===== src/rtl/hit_scheduler.sv =====
// hit_scheduler: walks a ray's triangle list, issues one triangle read per
// cycle, tracks in-flight offsets through a delay line that matches the hit
// datapath latency, and keeps the closest positive-distance hit.
module hit_scheduler #(
  parameter int Q_BITS  = 10,
  parameter int IDX_W   = 16,
  parameter int HIT_LAT = 4
) (
  input  logic             clk,
  input  logic             rst_n,
  input  logic             ray_valid,
  output logic             ray_ready,
  input  logic [IDX_W-1:0] tri_base,
  input  logic [IDX_W-1:0] tri_count,
  output logic             mem_rd_en,
  output logic [IDX_W-1:0] mem_addr,
  output logic             tri_valid,
  input  logic             res_valid,
  input  logic             res_hit,
  input  logic [31:0]      res_t,
  output logic             out_valid,
  input  logic             out_ready,
  output logic             out_hit,
  output logic [IDX_W-1:0] out_idx,
  output logic [31:0]      out_t
);

  // One memory-read stage plus the datapath latency; the last stage lines
  // up with res_valid. Distances are compared as raw signed words, so the
  // Q_BITS fraction width does not change any ordering decision.
  localparam int STAGES = 1 + HIT_LAT;

  typedef enum logic [1:0] {IDLE, FETCH, DRAIN, DONE} state_e;

  state_e                         state_q, state_d;
  logic [IDX_W-1:0]               base_q, base_d;
  logic [IDX_W-1:0]               cnt_q, cnt_d;
  logic [IDX_W-1:0]               iss_q, iss_d;
  logic [IDX_W-1:0]               ret_q, ret_d;
  logic                           best_vld_q, best_vld_d;
  logic [IDX_W-1:0]               best_idx_q, best_idx_d;
  logic signed [31:0]             best_t_q, best_t_d;
  logic [STAGES-1:0]              vld_pipe_q, vld_pipe_d;
  logic [STAGES-1:0][IDX_W-1:0]   off_pipe_q, off_pipe_d;

  logic             busy;
  logic             res_take;
  logic             cand;
  logic             better;
  logic signed [31:0] res_t_s;

  assign res_t_s = res_t;
  assign busy    = (state_q == FETCH) || (state_q == DRAIN);
  // Only results that line up with one of our own issued triangles count,
  // so anything still draining out of the datapath after a reset is dropped.
  assign res_take = res_valid && vld_pipe_q[STAGES-1] && busy;
  assign cand     = res_hit && (res_t_s > 32'sd0);
  // Results return in issue order, so strict less-than keeps the earlier
  // offset on a tie.
  assign better   = !best_vld_q || (res_t_s < best_t_q);

  assign ray_ready = rst_n && (state_q == IDLE);
  assign mem_rd_en = (state_q == FETCH);
  assign mem_addr  = (state_q == FETCH) ? base_q + iss_q : '0;
  assign tri_valid = vld_pipe_q[0];
  assign out_valid = (state_q == DONE);
  assign out_hit   = best_vld_q;
  assign out_idx   = best_idx_q;
  assign out_t     = best_t_q;

  // Next-state, counters, delay line and closest-hit tracking.
  always_comb begin
    state_d    = state_q;
    base_d     = base_q;
    cnt_d      = cnt_q;
    iss_d      = iss_q;
    ret_d      = ret_q;
    best_vld_d = best_vld_q;
    best_idx_d = best_idx_q;
    best_t_d   = best_t_q;
    vld_pipe_d = {vld_pipe_q[STAGES-2:0], mem_rd_en};
    off_pipe_d = {off_pipe_q[STAGES-2:0], iss_q};

    if (res_take) begin
      ret_d = ret_q + 1'b1;
      if (cand && better) begin
        best_vld_d = 1'b1;
        best_idx_d = off_pipe_q[STAGES-1];
        best_t_d   = res_t_s;
      end
    end

    unique case (state_q)
      IDLE: begin
        if (ray_valid) begin
          base_d     = tri_base;
          cnt_d      = tri_count;
          iss_d      = '0;
          ret_d      = '0;
          best_vld_d = 1'b0;
          best_idx_d = '0;
          best_t_d   = '0;
          state_d    = (tri_count == '0) ? DONE : FETCH;
        end
      end
      FETCH: begin
        iss_d = iss_q + 1'b1;
        if (iss_d == cnt_q) state_d = DRAIN;
      end
      DRAIN: begin
        if (ret_d == cnt_q) state_d = DONE;
      end
      DONE: begin
        if (out_ready) state_d = IDLE;
      end
      default: state_d = IDLE;
    endcase
  end

  // State register with synchronous active-low reset.
  always_ff @(posedge clk) begin
    if (!rst_n) begin
      state_q    <= IDLE;
      base_q     <= '0;
      cnt_q      <= '0;
      iss_q      <= '0;
      ret_q      <= '0;
      best_vld_q <= 1'b0;
      best_idx_q <= '0;
      best_t_q   <= '0;
      vld_pipe_q <= '0;
      off_pipe_q <= '0;
    end else begin
      state_q    <= state_d;
      base_q     <= base_d;
      cnt_q      <= cnt_d;
      iss_q      <= iss_d;
      ret_q      <= ret_d;
      best_vld_q <= best_vld_d;
      best_idx_q <= best_idx_d;
      best_t_q   <= best_t_d;
      vld_pipe_q <= vld_pipe_d;
      off_pipe_q <= off_pipe_d;
    end
  end

endmodule


===== config.mk =====
export PLATFORM = sky130hd
export DESIGN_NAME = hit_scheduler
export DESIGN_NICKNAME = d
export VERILOG_FILES = /design/src/rtl/hit_scheduler.sv
export SDC_FILE = /design/constraint.sdc
export NUM_CORES = 1
export LEC_CHECK = 0
export CAP_MARGIN = 0
export CORE_ASPECT_RATIO = 1.1
export CORE_UTILIZATION = 55
export CTS_CLUSTER_DIAMETER = 50
export DETAILED_ROUTE_END_ITERATION = 6
export MAX_ROUTING_LAYER = met4
export PLACE_DENSITY = 0.8
export SETUP_SLACK_MARGIN = 0.15
export SYNTH_ARGS = -nofsm -noshare
export SYNTH_HDL_FRONTEND = slang
export SYNTH_SLANG_ARGS = --single-unit

===== constraint.sdc =====
create_clock -name clk -period 3.5 [get_ports clk]
set_clock_uncertainty 0.2 [all_clocks]
set_input_delay 0.525 -clock clk [delete_from_list [all_inputs] [get_ports clk]]
set_output_delay 0.525 -clock clk [all_outputs]
set_load 0.01 [all_outputs]

==> impl_metrics.json <==
{
  "period_minus_slack_ns": 3.36,
  "setup_ws_ns": 0.136,
  "fp.coreArea_um2": 17100,
  "yosysSeqAreaShare": 0.412,
  "grt_use_total": 0.266,
  "final_area_um2": 12200,
  "tightestPinTransition_ns": 0.848,
  "vias_per_cell": 5.60,
  "synth_top_area_share": 0.412,
  "dpl_cell_area_um2": 11500,
  "rsz0062_at_grt": "true",
  "max-cap-violations": 0,
  "p_leak_nw": 4.64,
  "syn_to_final_growth_pct": 25.3,
  "fin_crit_sh": 0.961,
  "crit_type": "reg -> out",
  "clock.fmax_ghz": 0.297,
  "firstDrtPassIters": 5,
  "syn_nets": 1235,
  "cp.arrival_ns": 2.64,
  "port_buffers": 138,
  "dp.final_hpwl_mm": 16.1,
  "whs_path_depth": 1,
  "grt_pass1_vias": 8054,
  "end_kind": "output port",
  "outcome": "finished clean",
  "hold_viol": 0,
  "dr_total_vias": 8356,
  "critPathMaxFanout": 2,
  "fin_hold_ws_ns": 0.230,
  "synth_edf_count": 0,
  "clk_latency_ns": 0.44,
  "hold_class": "reg -> reg",
  "die-area_um2": 18200,
  "cts_sinks": 200,
  "yosysTopAreaCell": "dfxtp_1",
  "drt_wl_total_mm": 23.0,
  "p_per_area_nw_per_um2": 442,
  "r2r_end": "state_q[1]",
  "fin_tns_setup_ns": 0,
  "ios": 139,
  "syn_area_um2": 9710,
  "finalMaxSlewViolations": 0,
  "required_ns": 2.77,
  "routedWlPerCell_um": 15.5,
  "cts_made_buffers": 17,
  "antennaDiodeCount": 0,
  "rows": 50,
  "grt_max_degree": 94,
  "yosys_warnings": 0,
  "drtIter0Drc": 603,
  "initial_core_util": 0.566,
  "ys.flop_type": "dfxtp_1",
  "ff2ff_setup_slack_ns": 0.35,
  "final_layout_size_suffix_gt1_frac": 0.105,
  "ff2ff_path_depth": 10,
  "clkSlewWorstSetupHoldPaths_ns": 0.07,
  "cts-root-buf": "clkbuf_16",
  "antenna_found_initial": 0,
  "cts_tree": "done",
  "synth_seq_cells": 200,
  "grt-ovfl-total": 0,
  "min_to": "off_pipe_d[75]",
  "synth.area.top_cells": "dfxtp_1, ha_1, and2_1, a21oi_1, nand2_1",
  "setup_viol": 0,
  "grt_pass1_wl_mm": 37.6,
  "cts_buffer_depth": 2,
  "place_ws_ns": -0.0181,
  "hp-start": "off_pipe_d[59]",
  "irDropWorstVdd_mv": 0.470,
  "syn_inst": 1112,
  "gp_congestion": 0.936,
  "utilization": 0.710,
  "async_reset_ff_frac": 0,
  "htree_levels": 4,
  "yosysUniqueCellTypes": 77,
  "die_h_um": 141,
  "die_w_um": 129,
  "maxSlewHeadroom": 0.433,
  "syn_area_per_cell_um2": 8.73,
  "r2r-start": "state_q[0]",
  "cts_hold_buf": 0,
  "drc_errors": 0,
  "final_nets": 1367,
  "crit_path_start_kind": "register",
  "antenna_left": 0
}
## state kept, by name (all words and copies together), names as in the netlist
register	flops
off_pipe_d	64
out_t	32
cnt_q	16
base_q	16
ret_q	16
vld_pipe_q	5
out_hit	1
out_idx	16
iss_q	16
off_pipe_q	16
state_q	2
## layer usage
layer,vias up,share of wire,track usage
li1,4146,-,-
met1,3880,0.42,0.304
met2,290,0.50,0.456
met3,40,0.060,0.0539
met4,0,0.021,0.106
met5,-,0,-
## critical path: stages, from the launching register on
cell     delay [ns]
dfxtp_1        0.32
ha_2           0.19
fa_2           0.34
a21o_1         0.18
a21oi_2        0.16
o21ai_2        0.09
a31oi_2        0.20
a21oi_2        0.10
a31oi_1        0.20
xnor2_1        0.15
and2_1         0.15
buf_2          0.12
## cells in the mapped netlist (13+ instances only)
cell type / n
nand2_1: 97
nor2_1: 37
dfxtp_1: 200
a21boi_0: 33
nor4_1: 18
and2_1: 103
o21ai_0: 49
inv_1: 43
ha_1: 52
a31oi_1: 13
xnor2_1: 36
o21ai_1: 31
nand3_1: 65
nand4_1: 18
clkbuf_1: 50
a21oi_1: 73
xor2_1: 22
## how the worst max path moves through the flow
stage                   start  cells past startpoint      endpoint
global route        base_q[0]                     11  mem_addr[14]
detailed placement  base_q[0]                     11  mem_addr[14]
floorplan            iss_q[0]                     10  mem_addr[14]
finish              base_q[0]                     11  mem_addr[14]
CTS                 base_q[0]                     11  mem_addr[14]
global placement    base_q[0]                     11  mem_addr[14]
## power breakdown
part           internal, W  switching, W
Sequential         0.00236     0.0000893
Clock              0.00104      0.000927
Combinational     0.000428      0.000541
Total              0.00383       0.00156
## metrics by stage
stage,power [W],cells
after global placement,0.00342,1454
after global routing,0.00563,1491
after detailed placement,0.00345,1454
after floorplan,0.00307,1112
final,0.00538,1491
after CTS,0.00541,1489
## area by class of cell
| class | count | area (µm²) |
|---|---|---|
| Inverter | 43 | 161 |
| Clock inverter | 12 | 156 |
| Tap cell | 234 | 293 |
| Sequential cell | 200 | 4010 |
| Timing Repair Buffer | 188 | 1800 |
| Fill cell | 1334 | 4970 |
| Multi-Input combinational cell | 794 | 5300 |
| Clock buffer | 20 | 447 |
## cell usage in the layout, fill, tap and decap left out, drive strengths merged, types with 22 or more instances in the layout
master and count:
a21boi 33, a21oi 74, and2 103, buf 54
clkdlybuf4s50 126, dfxtp 200, ha 52, inv 49
nand2 98, nand3 67, nor2 37, o21ai 80
xnor2 36, xor2 22
## kinds of logic after synthesis
| group | synth area share |
|---|---|
| flip-flops | 0.412 |
| AO/OA/AOI/OAI | 0.171 |
| multiplexers | 0.00580 |
| AND/OR/NAND/NOR | 0.229 |
| buffers and inverters | 0.0531 |
| adder cells (fa/ha/maj) | 0.0691 |
| XOR/XNOR | 0.0595 |
## what timing repair did
| item | in CTS | in global routing |
|---|---|---|
| gates cloned | 0 | 0 |
| setup endpoints to repair | 12 | 12 |
| gates resized for setup | 29 | 18 |
| buffers inserted | 3 | 2 |
| pin swaps | 12 | 16 |
| hold endpoints to repair | 0 | 0 |
Power figures use the tool's default switching activity.
